File: config.mk
export PLATFORM = sky130hd
export DESIGN_NAME = str_transform_engine
export DESIGN_NICKNAME = d
export VERILOG_FILES = /design/src/rtl/str_transform_engine.sv
export SDC_FILE = /design/constraint.sdc
export NUM_CORES = 1
export LEC_CHECK = 0
export BUFFER_PORTS_ARGS = -buffer_cell sky130_fd_sc_hd__buf_4
export CAP_MARGIN = 10
export CORE_ASPECT_RATIO = 1.75
export CORE_MARGIN = 5
export CORE_UTILIZATION = 40
export CTS_CLUSTER_DIAMETER = 60
export CTS_CLUSTER_SIZE = 16
export DETAILED_ROUTE_END_ITERATION = 6
export GPL_ROUTABILITY_DRIVEN = 0
export PLACE_DENSITY = 0.61
export SETUP_SLACK_MARGIN = 0.15
export SYNTH_ARGS = -nofsm -noshare
export SYNTH_HDL_FRONTEND = slang
export SYNTH_SLANG_ARGS = --single-unit
File: constraint.sdc
create_clock -name clk -period 4.3 [get_ports clk]
set_clock_uncertainty 0.05 [all_clocks]
set_input_delay 0.43 -clock clk [delete_from_list [all_inputs] [get_ports clk]]
set_output_delay 0.43 -clock clk [all_outputs]
set_load 0.02 [all_outputs]
File: src/rtl/str_transform_engine.sv
// str_transform_engine: buffers one string per transaction and replays it as pass, upper, lower or reversed
// Ports: in_valid/in_ready/in_data/in_last/in_mode is the character input stream (mode taken from the first char);
//        out_valid/out_ready/out_data/out_last/out_len/out_err is the transformed output stream.
// Optional: define STRPROC_STATS_EN to add saturating str_count/ovf_count outputs.
module str_transform_engine #(
  parameter int CHAR_W  = 8,
  parameter int MAX_LEN = 32,
  parameter int LEN_W   = $clog2(MAX_LEN + 1)
) (
  input  logic              clk,
  input  logic              rst_n,
  input  logic              in_valid,
  output logic              in_ready,
  input  logic [CHAR_W-1:0] in_data,
  input  logic              in_last,
  input  logic [1:0]        in_mode,
  output logic              out_valid,
  input  logic              out_ready,
  output logic [CHAR_W-1:0] out_data,
  output logic              out_last,
  output logic [LEN_W-1:0]  out_len,
  output logic              out_err
`ifdef STRPROC_STATS_EN
  ,
  output logic [15:0]       str_count,
  output logic [15:0]       ovf_count
`endif
);
  localparam int IDX_W = $clog2(MAX_LEN);
  localparam logic [LEN_W-1:0] MAX_L = LEN_W'(MAX_LEN);
  typedef enum logic [1:0] {IDLE, LOAD, EMIT} state_t;
  state_t state_q, state_d;
  logic [LEN_W-1:0] len_q, len_d, idx_q, idx_d, new_len;
  logic [1:0] mode_q, mode_d, eff_mode;
  logic ovf_q, ovf_d, in_hs, out_hs, wr_en;
  logic [IDX_W-1:0] wr_idx;
  logic [MAX_LEN-1:0][CHAR_W-1:0] mem_q;
  function automatic logic [CHAR_W-1:0] xf(input logic [CHAR_W-1:0] c, input logic [1:0] m);
    logic [7:0] lo;
    lo = c[7:0];
    xf = c;
    xf[7:0] = (m == 2'd1 && lo >= 8'h61 && lo <= 8'h7a) ? lo - 8'h20 :
              (m == 2'd2 && lo >= 8'h41 && lo <= 8'h5a) ? lo + 8'h20 : lo;
  endfunction
  assign in_ready  = state_q != EMIT;
  assign out_valid = state_q == EMIT;
  assign in_hs     = in_valid & in_ready;
  assign out_hs    = out_valid & out_ready;
  // the mode register is not loaded yet while the first char is in flight
  assign eff_mode  = state_q == IDLE ? in_mode : mode_q;
  assign new_len   = state_q == IDLE ? LEN_W'(1) : (len_q < MAX_L ? len_q + 1'b1 : len_q);
  assign wr_en     = in_hs & (state_q == IDLE | len_q < MAX_L);
  assign wr_idx    = state_q == IDLE ? '0 : len_q[IDX_W-1:0];
  assign out_last  = out_valid & (mode_q == 2'd3 ? idx_q == '0 : idx_q == len_q - 1'b1);
  assign out_data  = out_valid ? xf(mem_q[idx_q[IDX_W-1:0]], mode_q) : '0;
  assign out_len   = out_valid ? len_q : '0;
  assign out_err   = out_valid & ovf_q;
  always_comb begin
    state_d = state_q;
    len_d   = len_q;
    idx_d   = idx_q;
    mode_d  = mode_q;
    ovf_d   = ovf_q;
    if (in_hs) begin
      len_d   = new_len;
      mode_d  = eff_mode;
      ovf_d   = state_q == IDLE ? 1'b0 : ovf_q | (len_q == MAX_L);
      state_d = in_last ? EMIT : LOAD;
      idx_d   = eff_mode == 2'd3 ? new_len - 1'b1 : '0;
    end else if (out_hs) begin
      state_d = out_last ? IDLE : EMIT;
      idx_d   = mode_q == 2'd3 ? idx_q - 1'b1 : idx_q + 1'b1;
    end
  end
  always_ff @(posedge clk or negedge rst_n) begin
    if (!rst_n) begin
      state_q <= IDLE;
      len_q   <= '0;
      idx_q   <= '0;
      mode_q  <= '0;
      ovf_q   <= 1'b0;
    end else begin
      state_q <= state_d;
      len_q   <= len_d;
      idx_q   <= idx_d;
      mode_q  <= mode_d;
      ovf_q   <= ovf_d;
    end
  end
  always_ff @(posedge clk) begin
    if (wr_en) mem_q[wr_idx] <= in_data;
  end
`ifdef STRPROC_STATS_EN
  always_ff @(posedge clk or negedge rst_n) begin
    if (!rst_n) begin
      str_count <= '0;
      ovf_count <= '0;
    end else if (out_hs && out_last) begin
      str_count <= str_count + {15'd0, str_count != 16'hffff};
      ovf_count <= ovf_count + {15'd0, out_err && ovf_count != 16'hffff};
    end
  end
`endif
endmodule

**Word-level counts from Yosys, hierarchy flattened**

Cells that the tools add are included.

- Flip-flop bits (word level): 273
- Latch bits: 0
- Memory bits (writable): 0
- Memory bits (read-only): 0
- Bits of input ports: 15
- Output and inout bits: 18
- Word-level logic and storage cells: 98
- Memories: 0

- $add $sub $neg: 7
- Multipliers: 0
- Div/mod/pow operators: 0
- Order comparisons: 8
- Equality and inequality tests: 8
- Shift-type cells: 0
- Muxes and demuxes: 23
- Bitwise gates (word level): 7
- Reductions and logical operators: 8

Operators by type and width:

| kind | count |
|---|---|
| 256-bit bitwise mux | 1 |
| 6-bit 2-to-1 mux | 7 |
| 8-bit binary-select mux with 5-bit select | 1 |
| 8-bit demux with 5-bit select | 1 |
| 8-bit 2-to-1 mux | 5 |
| 6-bit by 1-bit subtractor with 6-bit output (second input constant) | 3 |
| 8-bit by 7-bit >= comparator with 1-bit output (second input constant) | 2 |
| 8-bit by 7-bit <= comparator with 1-bit output (second input constant) | 2 |
| 6-bit by 1-bit adder with 6-bit output (second input constant) | 2 |
| 5-bit by 6-bit < comparator with 1-bit output (second input constant) | 2 |
| 2-bit 2-to-1 mux | 5 |
| 8-bit by 6-bit adder with 8-bit output (second input constant) | 1 |
| 2-bit equality test (second input constant) | 4 |
| 8-bit by 6-bit subtractor with 8-bit output (second input constant) | 1 |
| 6-bit equality test | 1 |
| 6-bit equality test (second input constant) | 1 |
| 6-bit logical NOT | 1 |
| 6-bit < comparator (second input constant) | 1 |
| 1-bit bitwise AND | 5 |
| 5-bit by 1-bit >= comparator with 1-bit output (second input constant) | 1 |
| 1-bit logical AND | 5 |
| 5-bit 2-to-1 mux | 1 |
| 2-bit by 1-bit equality test with 1-bit output (second input constant) | 1 |
| 2-bit logical NOT | 1 |
| other kinds (4) | 6 |

**Logic depth before layout (Yosys ltp)**

- Depth after elaboration: 8
- Mapped depth: 14
- Depth with buffers taken out: 11

**Least setup slack after synthesis**

OpenSTA, ideal clock, no wires.

- Kind: register to output
- Start point: register idx_q[0]
- End point: output port out_data[7]
- Arrival: 2.967 ns
- Data required time: 3.820 ns
- Setup slack: 0.853 ns
- Cell stages (with the launch flop): 13
- Buffers on the path: 3
- Path through: dfrtp_1 buf_6 buf_12 buf_8 mux4_2 o211ai_1 nand3_2 inv_1 ha_1 nand4b_1 or4_4 a21bo_1 a221oi_2

- Longest elaborated chain between the ends: 8
- Elaborated cells between the ends (all ways): 15
- Classes of those cells: 2 x add/sub; 4 x order compare; 5 x mux; 4 x reduce/logical

Ends and longest elaborated chain:

| element | RTL line | text |
|---|---|---|
| from (decl) | 33 | `logic [LEN_W-1:0] len_q, len_d, idx_q, idx_d, new_len;` |
| from (signal assigned) | 85 | `idx_q <= idx_d;` |
| 8-bit binary-select mux with 5-bit select * | 55 | `assign out_data = out_valid ? xf(mem_q[idx_q[IDX_W-1:0]], mode_q) : '0;` |
| 8-bit 2-to-1 mux (not written as such) * | 55 |  |
| 8-bit by 7-bit >= comparator with 1-bit output | 43 | `(m == 2'd2 && lo >= 8'h41 && lo <= 8'h5a) ? lo + 8'h20 : lo;` |
| 1-bit logical AND (2 in series) | 43 |  |
| 8-bit 2-to-1 mux | 43 |  |
| 8-bit 2-to-1 mux * | 42 | `xf[7:0] = (m == 2'd1 && lo >= 8'h61 && lo <= 8'h7a) ? lo - 8'h20 :` |
| 8-bit 2-to-1 mux * | 55 |  |
| to (decl) | 19 | `output logic [CHAR_W-1:0] out_data,` |

Mark *: on every way between the ends. The rest lies on a longest branch, timed or not. The select of a mux whose other input is x is not followed.

**Final worst setup path**

Ends and elaborated chain as after synthesis.

==> flow_metrics.env <==
export IMPL_p_per_area_nw_per_um2=683
export IMPL_cp_required_ps=3820
export IMPL_relSlewSlack_pct=33.2
export IMPL_totalPowerFinal_mw=9.15
export IMPL_status="complete, no violations"
export IMPL_area_growth_pct=13.3
export IMPL_clock_sinks=273
export IMPL_worstMarginPinSlew_ps=995
export IMPL_dieHeight_um=237
export IMPL_timing_worst_setup_path_type="register to primary output"
export IMPL_fill_cells=2544
export IMPL_antenna_found_initial=0
export IMPL_synth_cell_types=57
export IMPL_vdd_drop_max_uv=531
export IMPL_critical_path_buf_inv_count=3
export IMPL_dr_wl_met2_um=16500
export IMPL_grt_pass1_vias=6904
export IMPL_cts_root_buf="clkbuf_16"
export IMPL_rsz0062_at_grt="yes"
export IMPL_synth_area_leaders="edfxtp_1 (65%), mux2i_1 (7.5%), mux4_2 (5.0%)"
export IMPL_hpwl_um=20300
export IMPL_dr_max_layer_used="met4"
export IMPL_startpoint="idx_q[0]$_DFFE_PN0P_"
export IMPL_grt_usage_pct=17.6
export IMPL_regArea_um2=8120
export IMPL_cts_htree_levels=1
export IMPL_die_area_um2=33200
export IMPL_min_delay_start="in_last"
export IMPL_syn_area_um2=11800
export IMPL_slowest_delay_ps=550
export IMPL_rows=83
export IMPL_final_cells=1210
export IMPL_dieWidth_um=140
export IMPL_multi_input_area_um2=3410
export IMPL_netlist_instances=752
export IMPL_clock_latency_ps=510
export IMPL_r2r_start="state_q[0]$_DFFE_PN0P_"
export IMPL_synthesis_nets=778
export IMPL_ys_seq_area_share_pct=68.7
export IMPL_ys_seq_elements=273
export IMPL_postRouteAntennaNets=0
export IMPL_wl_met3_um=1080
export IMPL_vias=6683
export IMPL_yosys_warnings=0
export IMPL_vias_per_cell=5.52
export IMPL_port_buffers=32
export IMPL_dr_pass1_iters=4
export IMPL_fin_crit_ps=4130
export IMPL_wl_per_cell_um=24.4
export IMPL_syn_avg_cell_area_um2=15.7
export IMPL_num_antenna_cells=0
export IMPL_clock_path_buffers=3
export IMPL_yosysMostFrequentCell="edfxtp_1"
export IMPL_crit_family="multiplexers"
export IMPL_grt_pass1_wl_um=43500
export IMPL_synth_largest_area_cell="edfxtp_1"
export IMPL_worstPathMaxFanout=7
export IMPL_synth_common_cells="edfxtp_1 (256), mux2i_1 (88), nor2_1 (61), nand2_1 (43), a22oi_1 (35)"
export IMPL_endpoint_kind="primary output"
export IMPL_nNetsFinal=847
export IMPL_async_flop_share_pct=6.23
export IMPL_period_share_pct=96.1
export IMPL_gr_total_overflow=0
export IMPL_cts_tree="done"
export IMPL_synth_edf_count=256
export IMPL_drt_iter0_drc=480
export IMPL_p_leak_nw=4.72
export IMPL_max_cap_violations=0
export IMPL_numCtsBuffers=21
export IMPL_yosys_area_top_type_share_pct=65.1
export IMPL_slowest_stage="dfrtp_4"
export IMPL_postRouteWirelength_um=29500
export IMPL_hold_path_class="input pin to register"
export IMPL_fmax_mhz=242
export IMPL_setup_viol=0
export IMPL_ys_flop_type="edfxtp_1"
export IMPL_ios=33
export IMPL_hold_viol=0
export IMPL_fin_tns_setup_ps=0
export IMPL_drv_slew=0
export IMPL_path_clk_slew_ps=80
export IMPL_grt_max_degree=33
export IMPL_core_um2=29300
export IMPL_cp_cell_sequence="buf_6 > mux4_2 > mux2i_2 > o22a_1 > nand3_4 > inv_4 > ha_4 > nand4b_1 > or4_4 > a21bo_1 > a221oi_2 > buf_4"
export IMPL_drive_gt1_share_pct=20.0
export IMPL_whs_ps=49.1
export IMPL_start_util_pct=40.3
export IMPL_cp_arrival_ps=3650
export IMPL_startpoint_type="register"
export IMPL_wl_met1_um=10700
export IMPL_dpl_cell_count=1154
export IMPL_drc=0
-- logic make-up (layout without fill, tap and decap cells) --
family                     count (synthesis)  count (layout)  synth area share (%)
and+or+nand+nor                          169             169                  6.81
DFF                                      273             273                  68.7
buffers and inverters                     59             135                  2.91
adders and majority gates                 11              11                  1.23
xor gates and xnor gates                  20              20                  1.48
AOI/OAI and AO/OA                        101             101                  6.02
muxes                                    119             119                  12.9
-- final timing paths --
path                                     endpoint  slack [ps]  cells past startpoint
max                                   out_data[7]         170                     12
min                        state_q[0]$_DFFE_PN0P_          50                      2
max reg2reg                  mem_q[160]$_DFFE_PP_        1440                      7
min reg2reg                     ovf_q$_DFFE_PN0P_         520                      2
max in group asynchronous    idx_q[0]$_DFFE_PN0P_        3660                      2
min in group asynchronous    idx_q[4]$_DFFE_PN0P_         290                      2
-- worst reg2reg max path, stage by stage (launching register included) --
cell and delay [ps]:
dfrtp_1 470, nand2b_1 460, inv_1 310, nor2_1 150
buf_4 200, o21ai_1 370, nor2_1 310, buf_4 230
-- routing by layer --
| layer | track usage [%] | vias to the layer above |
|---|---|---|
| met5 | 0 | - |
| met4 | 7.38 | 0 |
| met3 | 2.07 | 45 |
| met2 | 34.2 | 178 |
| met1 | 18.8 | 3437 |
| li1 | - | 3023 |
-- placed cells by master (no fill, tap or decap), drive strengths merged, types with 7 or more instances in the layout --
master | synthesis | final
o21ai | 13 | 13
a22oi | 36 | 36
inv | 16 | 17
dfrtp | 17 | 17
xnor2 | 12 | 12
clkbuf | 17 | 27
nand3 | 18 | 18
nor2 | 61 | 61
and2 | 7 | 7
nand2 | 43 | 43
o22ai | 10 | 10
ha | 10 | 10
edfxtp | 256 | 256
a21oi | 23 | 23
mux4 | 26 | 26
buf | 25 | 86
mux2i | 88 | 88
nor3 | 7 | 7
xor2 | 8 | 8
-- power breakdown --
part	internal, mW	leakage, nW	switching (mW)
clock	0.895	0.274	0.857
combinational	1.81	1.94	2.41
sequential	3.00	2.51	0.177
total	5.70	4.72	3.44
-- area by class of cell --
class	instances	share of cell area [%]
sequential	273	60.6
multi-input combinational	420	25.5
clock inverter	3	0.150
clock buffer	27	4.09
tap	382	3.57
inverter	17	0.495
timing repair buffer	88	5.54
-- stage by stage --
stage	setup slack (ps)	util [%]	instance area [um2]
detailed placement	442	42.7	12500
global route	83.2	45.7	13400
floorplan	853	-	11800
global placement	511	42.7	12500
finish	168	45.7	13400
CTS	148	45.1	13200
-- sequential cells by signal (all words and copies together) (netlist names) --
register,count
mem_q,256
state_q,2
idx_q,6
ovf_q,1
mode_q,2
len_q,6
-- timing repair --
| action | 4_1_cts | 5_1_grt |
|---|---|---|
| cloned | 1 | 0 |
| pin swaps | 1 | 2 |
| endpoints found under the hold margin | 17 | 0 |
| resized for setup | 13 | 13 |
| setup endpoints to repair | 3 | 3 |
| hold buffers | 1 | 0 |
| setup buffers | 7 | 17 |
Note: power is estimated with default switching activity, not from simulation.
